===== src/rtl/io_pkg.sv =====
// Shared definitions for the IO-space timer bridge: address map, CTRL fields, FSM encoding.
package io_pkg;

    localparam logic [15:0] T0_BASE_DEF = 16'h7F00;
    localparam logic [15:0] T1_BASE_DEF = 16'h7F10;

    localparam logic [1:0] OFF_CTRL   = 2'd0;
    localparam logic [1:0] OFF_PRESET = 2'd1;
    localparam logic [1:0] OFF_COUNT  = 2'd2;

    localparam int CTRL_EN      = 0;
    localparam int CTRL_MODE_LO = 1;
    localparam int CTRL_MODE_HI = 2;
    localparam int CTRL_IM      = 3;

    localparam logic [1:0] MODE_ONESHOT = 2'b00;
    localparam logic [1:0] MODE_RELOAD  = 2'b01;

    typedef enum logic [1:0] {
        ST_IDLE = 2'd0,
        ST_LOAD = 2'd1,
        ST_CNT  = 2'd2,
        ST_INT  = 2'd3
    } timer_state_e;

    function automatic logic [31:0] be_merge(input logic [31:0] old_v,
                                             input logic [31:0] wd,
                                             input logic [3:0]  be);
        logic [31:0] r;
        for (int i = 0; i < 4; i++) begin
            r[i*8 +: 8] = be[i] ? wd[i*8 +: 8] : old_v[i*8 +: 8];
        end
        return r;
    endfunction

endpackage


===== src/rtl/io_timer.sv =====
// One countdown timer with CTRL/PRESET/COUNT registers; rd is combinational from state,
// irq is the masked interrupt flag. No backpressure: writes are always accepted.
module io_timer
    import io_pkg::*;
(
    input  logic        clk,
    input  logic        reset,
    input  logic        we,
    input  logic [1:0]  off,
    input  logic [31:0] wd,
    input  logic [3:0]  be,
    output logic [31:0] rd,
    output logic        irq
);

    timer_state_e state_q, state_d;
    logic [3:0]   ctrl_q, ctrl_d;
    logic [31:0]  preset_q, preset_d;
    logic [31:0]  count_q, count_d;
    logic         irq_q, irq_d;

    logic         wr_ctrl, wr_preset, mode_reload;
    logic [31:0]  ctrl_merged;

    assign wr_ctrl     = we && (off == OFF_CTRL);
    assign wr_preset   = we && (off == OFF_PRESET);
    assign mode_reload = (ctrl_q[CTRL_MODE_HI:CTRL_MODE_LO] == MODE_RELOAD);
    assign ctrl_merged = be_merge({28'd0, ctrl_q}, wd, be);

    always_comb begin
        state_d  = state_q;
        ctrl_d   = ctrl_q;
        preset_d = preset_q;
        count_d  = count_q;
        irq_d    = irq_q;

        // Auto-reload flag is a single-cycle pulse.
        if (irq_q && mode_reload) begin
            irq_d = 1'b0;
        end

        unique case (state_q)
            ST_IDLE: begin
                if (ctrl_q[CTRL_EN]) begin
                    state_d = ST_LOAD;
                end
            end
            ST_LOAD: begin
                count_d = preset_q;
                state_d = ST_CNT;
            end
            ST_CNT: begin
                if (!ctrl_q[CTRL_EN]) begin
                    state_d = ST_IDLE;
                end else if (count_q == 32'd0) begin
                    state_d = ST_INT;
                end else begin
                    count_d = count_q - 32'd1;
                end
            end
            ST_INT: begin
                irq_d   = 1'b1;
                state_d = ST_IDLE;
                if (!mode_reload) begin
                    ctrl_d[CTRL_EN] = 1'b0;
                end
            end
            default: state_d = ST_IDLE;
        endcase

        // A configuration write overrides whatever the FSM was about to do.
        if (wr_ctrl || wr_preset) begin
            state_d = ST_IDLE;
            irq_d   = 1'b0;
            count_d = count_q;
            if (wr_ctrl) begin
                ctrl_d = ctrl_merged[3:0];
            end
            if (wr_preset) begin
                preset_d = be_merge(preset_q, wd, be);
            end
        end
    end

    always_ff @(posedge clk or posedge reset) begin
        if (reset) begin
            state_q  <= ST_IDLE;
            ctrl_q   <= 4'd0;
            preset_q <= 32'd0;
            count_q  <= 32'd0;
            irq_q    <= 1'b0;
        end else begin
            state_q  <= state_d;
            ctrl_q   <= ctrl_d;
            preset_q <= preset_d;
            count_q  <= count_d;
            irq_q    <= irq_d;
        end
    end

    always_comb begin
        rd = 32'd0;
        unique case (off)
            OFF_CTRL:   rd = {28'd0, ctrl_q};
            OFF_PRESET: rd = preset_q;
            OFF_COUNT:  rd = count_q;
            default:    rd = 32'd0;
        endcase
    end

    assign irq = irq_q & ctrl_q[CTRL_IM];

endmodule


===== src/rtl/io_bridge_timer.sv =====
// IO-space bridge decoding two memory-mapped countdown timers and driving hw interrupt lines.
// Read data is registered (1-cycle latency, read-first); no backpressure.
module io_bridge_timer
    import io_pkg::*;
#(
    parameter logic [15:0] T0_BASE   = T0_BASE_DEF,
    parameter logic [15:0] T1_BASE   = T1_BASE_DEF,
    parameter int          NUM_HWINT = 6
) (
    input  logic                 clk,
    input  logic                 reset,
    input  logic                 io_write,
    input  logic [29:0]          pr_addr,
    input  logic [31:0]          pr_wd,
    input  logic [3:0]           pr_be,
    output logic [31:0]          pr_rd,
    output logic [NUM_HWINT-1:0] hw_int
);

    logic        sel_t0, sel_t1;
    logic [1:0]  word_off;
    logic [31:0] rd_t0, rd_t1, rd_d, pr_rd_q;
    logic        irq_t0, irq_t1;
    logic        unused_addr_hi;

    // Only byte-address bits 15:0 take part in decode; each window spans 16 bytes.
    assign sel_t0         = (pr_addr[13:2] == T0_BASE[15:4]);
    assign sel_t1         = (pr_addr[13:2] == T1_BASE[15:4]);
    assign word_off       = pr_addr[1:0];
    assign unused_addr_hi = ^pr_addr[29:14];

    io_timer u_timer0 (
        .clk   (clk),
        .reset (reset),
        .we    (io_write & sel_t0),
        .off   (word_off),
        .wd    (pr_wd),
        .be    (pr_be),
        .rd    (rd_t0),
        .irq   (irq_t0)
    );

    io_timer u_timer1 (
        .clk   (clk),
        .reset (reset),
        .we    (io_write & sel_t1),
        .off   (word_off),
        .wd    (pr_wd),
        .be    (pr_be),
        .rd    (rd_t1),
        .irq   (irq_t1)
    );

    always_comb begin
        rd_d = 32'd0;
        if (sel_t0) begin
            rd_d = rd_t0;
        end else if (sel_t1) begin
            rd_d = rd_t1;
        end
    end

    always_ff @(posedge clk or posedge reset) begin
        if (reset) begin
            pr_rd_q <= 32'd0;
        end else begin
            pr_rd_q <= rd_d;
        end
    end

    assign pr_rd = pr_rd_q;

    always_comb begin
        hw_int    = '0;
        hw_int[0] = irq_t0;
        hw_int[1] = irq_t1;
    end

endmodule


===== config.mk =====
export PLATFORM = sky130hd
export DESIGN_NAME = io_bridge_timer
export DESIGN_NICKNAME = d
export VERILOG_FILES = /design/src/rtl/io_pkg.sv /design/src/rtl/io_timer.sv /design/src/rtl/io_bridge_timer.sv
export SDC_FILE = /design/constraint.sdc
export NUM_CORES = 1
export LEC_CHECK = 0
export CORE_UTILIZATION = 40
export DETAILED_ROUTE_END_ITERATION = 16
export MAX_ROUTING_LAYER = met4
export PLACE_DENSITY_LB_ADDON = 0.25
export SLEW_MARGIN = 20
export SYNTH_ARGS = -nofsm -noshare
export SYNTH_HDL_FRONTEND = slang
export SYNTH_SLANG_ARGS = --single-unit
export TNS_END_PERCENT = 100

===== constraint.sdc =====
create_clock -name clk -period 6.46 [get_ports clk]
set_clock_uncertainty 0.05 [all_clocks]
set_input_delay 1.292 -clock clk [delete_from_list [all_inputs] [get_ports clk]]
set_output_delay 1.292 -clock clk [all_outputs]
set_load 0.02 [all_outputs]

==> flow_summary_export.csv, run 1 <==
group,metric,value,unit
yosys,synthAdderAreaFrac,0.279,%
yosys,synth.area.top_cells,"dfrtp_1, mux2_2, a22oi_1",
critical_path,crit_fanout,23,
yosys,synth_most_common_cell,"dfrtp_1",
global_routing,grt_pass1_wl,41600,um
timing,tns,0,ns
yosys,syn_area,8960,um^2
place,hpwl,18600,um
critical_path,cp_common_cell,"a21oi_1",
layout,fillers,2033,
die,die_w,152,um
place,io_buffers,86,
timing,timing.final.crit_share,64.3,%
critical_path,cp.arrival,4.46,ns
layout,layout.cells.non_filler,1257,
yosys,yosys_warnings,0,
timing,setup_viol,0,
cts,cts_buffer_depth,2,
yosys,synth-xor-area-share,0,%
die,row_count,54,
cts,cts_tree,"built",
critical_path,max_stage_delay,0.97,ns
power,powerDensity,212,nW/um^2
yosys,synthMuxAreaShare,9.70,%
power,leakage,4.48,nW
yosys,synth_area_leader_cell,"dfrtp_1",
min_path,worstHoldPathType,"register to register",
timing,rsz0062_at_grt,"false",
critical_path,path_delay_family,"buffers and inverters",
critical_path,critPathRequiredTime,6.77,ns
cts,cts_hold_buffers,0,
die,die-area,23000,um^2
critical_path,end_kind,"register",
cts,insertion_delay,0.43,ns
routing,via_per_inst,6.07,
flow_run,maxCapViolCount,0,
layout,nets,1035,
cts,cts.sinks,174,
cts,cts_root_buf,"clkbuf_16",
global_routing,grt_remaining_overflow,0,
cts,post_cts_buffers,0,
yosys,synth-simple-area-share,14.9,%
cts,clk_pin_slew,0.07,ns
yosys,netlist_top_cells_count,"dfrtp_1, nor2_1, a21oi_1, mux2_2, a22oi_1",
global_routing,grt_pass1_vias,7130,
yosys,synth_edf_count,0,
global_routing,grtUsageTotal,24.9,%
yosys,yosysTopAreaCellShare,48.6,%
routing,drcViolationCount,0,
layout,diodes,0,
routing,antenna_left,0,
global_routing,grt_max_degree,85,
timing,hold_violations,0,
routing,drt_pass1_iterations,5,
yosys,synth_top_family_by_area,"compound AO/OA/AOI/OAI gates",
yosys,avgSynthCellArea,9.86,um^2
status,status,"completed",
yosys,synth-main-ff-cell,"dfrtp_1",
yosys,ys_ff_latch,174,
yosys,synthArstFlopShare,100,%
critical_path,start_kind,"input port",
power,peakVddDrop,0.157,mV
routing,finalWirelength,26700,um
critical_path,path_class,"input port to register",
critical_path,path_cells,"clkdlybuf4s50_1 > nor3b_1 > and4_1 > nor2_1 > o31a_1 > buf_4 > a21oi_1 > a21oi_1",
die,core,21900,um^2
yosys,syn_inst,909,
critical_path,slowest_stage,"clkdlybuf4s50_1",
timing,slew_headroom,24.1,%
timing,drv_slew,0,
place,gp_congestion,0.846,
timing,fin_crit,4.15,ns
die,initial_utilization,40.9,%
routing,vias,7635,
global_routing,antenna_found_initial,0,
cts,postCtsResizedCells,0,
die,io_pins,107,
die,dieHeight,152,um
yosys,synth-compound-area-share,22.6,%
place,dp_cells,1225,
timing,max_slew.worst_pin.slew,1.14,ns
timing,fmax,0.241,GHz
critical_path,path_buf_inv,2,
cts,cts_buffers,17,
cts,htreeDepth,4,
routing,drtIter0Drc,755,
yosys,synth_cell_type_count,60,
yosys,synth-seq-area-share,48.6,%
layout,area_growth,18.6,%
routing,route.detailed.wl_per_inst,21.2,um
layout,drive_gt1_share,13.6,%
[worst reg2reg max path: stages (launching register included)]
cell,delay (ns)
dfrtp_1,0.47
or4_1,0.64
nor3_2,0.46
nand4_2,0.34
o31ai_4,0.69
buf_4,0.38
a21oi_1,0.08
a2bb2oi_1,0.16
[state kept, by name (all words and copies together) (netlist names)]
register	flops
u_timer1.preset_q	32
pr_rd	32
u_timer1.ctrl_q	4
u_timer0.preset_q	32
u_timer0.count_q	32
u_timer0.state_q	2
u_timer0.ctrl_q	4
u_timer0.irq_q	1
u_timer1.count_q	32
u_timer1.state_q	2
u_timer1.irq_q	1
[layout by cell type, fill, tap and decap left out, drive strengths merged, types with 12 or more instances in the layout]
master and instances:
inv 13, clkdlybuf4s50 86, nor2 96, nor4 18, a21oi 71, buf 16, o21ai 59, a22oi 69
nor3 19, dfrtp 174, o22ai 41, or4 12, o22a 16, a31oi 18, nand2 42, mux2 71
clkbuf 20
[final cells by class]
type / count / area, um^2 / share of cell area (%)
sequential: 174 / 4350 / 41.0
multi-input combinational: 658 / 4300 / 40.4
timing repair buffer: 102 / 993 / 9.35
clock buffer: 20 / 447 / 4.20
tap: 280 / 350 / 3.30
clock inverter: 12 / 138 / 1.30
inverter: 11 / 46.3 / 0.436
[cell families (layout without fill, tap and decap cells)]
logic type,count (synthesis),after routing
adders and majority gates,2,2
AOI/OAI and AO/OA,314,314
other,1,4
muxes,78,78
and+or+nand+nor,260,260
DFF,174,174
buffers and inverters,80,145
[stage by stage]
stage	instance area [um^2]	worst slack (ns)	total power, mW	hold WS, ns	utilization [%]
after floorplan	8970	0.401	1.18	0.429	-
after global placement	10000	1.96	1.24	0.462	45.9
after detailed placement	10000	1.93	1.24	0.470	45.9
after CTS	10600	2.40	2.26	0.486	48.5
after global routing	10600	2.23	2.32	0.504	48.5
final	10600	2.31	2.26	0.483	48.5
[path summary, 6_finish.rpt]
path | start | endpoint | slack, ns | cells after the start
max | pr_addr[1] | u_timer0.count_q[6]$_DFFE_PP0P_ | 2.31 | 8
min | u_timer1.preset_q[24]$_DFFE_PP0P_ | u_timer1.preset_q[24]$_DFFE_PP0P_ | 0.48 | 1
max reg2reg | u_timer0.count_q[4]$_DFFE_PP0P_ | u_timer0.count_q[24]$_DFFE_PP0P_ | 3.01 | 7
min reg2reg | u_timer1.preset_q[24]$_DFFE_PP0P_ | u_timer1.preset_q[24]$_DFFE_PP0P_ | 0.48 | 1
max in group asynchronous | reset | u_timer1.count_q[0]$_DFFE_PP0P_ | 3.88 | 3
min in group asynchronous | reset | pr_rd[7]$_DFF_PP0_ | 1.33 | 2
[routing by layer]
layer,GRT usage (%),share of wire (%),up-vias
met5,-,0,-
met4,7.28,1.8,0
met2,37.3,47,244
li1,-,-,3528
met3,2.69,4.6,37
met1,35.7,47,3826
[power by group]
part / internal [mW] / switching (mW)
clock network: 0.583 / 0.453
logic: 0.0464 / 0.0727
registers: 1.09 / 0.00697
Power figures use the tool's default switching activity.
==> run 2, diff against run 1 <==
==> constraint.sdc (replaced) <==
create_clock -name clk -period 4.15 [get_ports clk]
set_clock_uncertainty 0.05 [all_clocks]
set_input_delay 0.83 -clock clk [delete_from_list [all_inputs] [get_ports clk]]
set_output_delay 0.83 -clock clk [all_outputs]
set_load 0.02 [all_outputs]
==> flow_summary_export.csv, run 2 (synthesis gave the netlist of run 1 again) <==
group,metric,value,unit
status,status,"completed",
place,gp_congestion,0.854,
layout,drive_gt1_share,14.6,%
routing,drt_pass1_iterations,5,
die,io_pins,107,
cts,cts_buffer_depth,2,
layout,area_growth,20.5,%
power,power,3.60,mW
timing,max_slew.worst_pin.slew,1.02,ns
layout,final_common_cell,"dfrtp_1",
cts,cts_buffers,17,
global_routing,grt_max_degree,64,
timing,fin_crit,3.19,ns
routing,via_per_inst,6.06,
timing,drv_slew,0,
min_path,worstHoldPathType,"register to register",
power,powerDensity,333,nW/um^2
layout,layout_common_cells,"dfrtp_1, nor2_1, clkdlybuf4s50_1, a21oi_1, mux2_2",
cts,cts_tree,"built",
cts,htreeDepth,4,
place,hpwl,19100,um
timing,fmax,0.314,GHz
routing,route.detailed.wl_per_inst,21.5,um
cts,cts_root_buf,"clkbuf_16",
cts,post_cts_buffers,0,
routing,drcViolationCount,0,
critical_path,cp.arrival,3.47,ns
global_routing,antenna_found_initial,1,
flow_run,maxCapViolCount,0,
global_routing,grt_remaining_overflow,0,
timing,hold_violations,0,
die,row_count,54,
routing,vias,7685,
cts,clk_pin_slew,0.07,ns
routing,finalWirelength,27200,um
layout,fin_util,49.3,%
place,io_buffers,86,
cts,cts.sinks,174,
die,die-area,23000,um^2
global_routing,grt_pass1_vias,7273,
critical_path,crit_fanout,24,
routing,antenna_left,0,
timing,setup_viol,0,
timing,timing.final.crit_share,76.8,%
timing,holdWs,0.484,ns
power,peakVddDrop,0.261,mV
cts,cts_hold_buffers,0,
critical_path,start_kind,"register",
die,core,21900,um^2
cts,insertion_delay,0.44,ns
global_routing,grtUsageTotal,25.6,%
timing,rsz0062_at_grt,"false",
critical_path,path_class,"register to register",
die,initial_utilization,40.9,%
die,die_w,152,um
cts,postCtsResizedCells,0,
timing,fin_ws,0.963,ns
critical_path,critPathRequiredTime,4.43,ns
critical_path,end_kind,"register",
timing,slew_headroom,32.3,%
timing,tns,0,ns
global_routing,grt_pass1_wl,42600,um
die,dieHeight,152,um
routing,drtIter0Drc,634,
layout,nets,1045,
place,pre_cts_ws,0.632,ns
power,leakage,4.59,nW
## run 2: where the power goes
part / leakage (nW) / internal [mW] / switching [mW]
registers: 2.40 / 1.70 / 0.0110
clock network: 0.300 / 0.961 / 0.727
logic: 1.89 / 0.0819 / 0.116
total: 4.59 / 2.74 / 0.854
## run 2: through the flow
step,area (um^2),instances
floorplan,8980,912
global placement,10200,1234
detailed placement,10200,1234
CTS,10800,1266
global route,10800,1268
finish,10800,1268
## run 2: cell type report
cell class / count / area [um^2]
Antenna cell: 1 / 2.50
Fill cell: 2047 / 11100
Clock buffer: 18 / 429
Multi-Input combinational cell: 658 / 4300
Clock inverter: 14 / 183
Inverter: 11 / 45.0
Timing Repair Buffer: 112 / 1140
Sequential cell: 174 / 4350
Tap cell: 280 / 350
## run 2: worst paths after layout
path                                                   from  slack [ns]                                end  depth (start not counted)
setup / recovery           u_timer0.count_q[10]$_DFFE_PP0P_        0.96   u_timer0.count_q[18]$_DFFE_PP0P_                          7
hold / removal                   u_timer1.irq_q$_DFFE_PP0P_        0.48         u_timer1.irq_q$_DFFE_PP0P_                          2
setup reg to reg           u_timer0.count_q[10]$_DFFE_PP0P_        0.96   u_timer0.count_q[18]$_DFFE_PP0P_                          7
hold reg to reg                  u_timer1.irq_q$_DFFE_PP0P_        0.48         u_timer1.irq_q$_DFFE_PP0P_                          2
max in group asynchronous                             reset        2.54  u_timer1.preset_q[22]$_DFFE_PP0P_                          4
min in group asynchronous                             reset        0.75                 pr_rd[7]$_DFF_PP0_                          2
## run 2: critical path, cell delays in order, from the launching register on
cell	delay [ns]
dfrtp_1	0.46
or4_1	0.61
nor3_2	0.47
nand4_2	0.32
o31ai_4	0.63
buf_12	0.24
a21oi_1	0.05
o22a_1	0.22
## run 2: per-layer routing
metal / vias up / GRT usage (%) / wire length, um
li1: 3555 / - / -
met1: 3822 / 36.7 / 12600
met2: 268 / 36.9 / 12400
met3: 40 / 4.40 / 1650
met4: 0 / 7.97 / 571
met5: - / - / 0
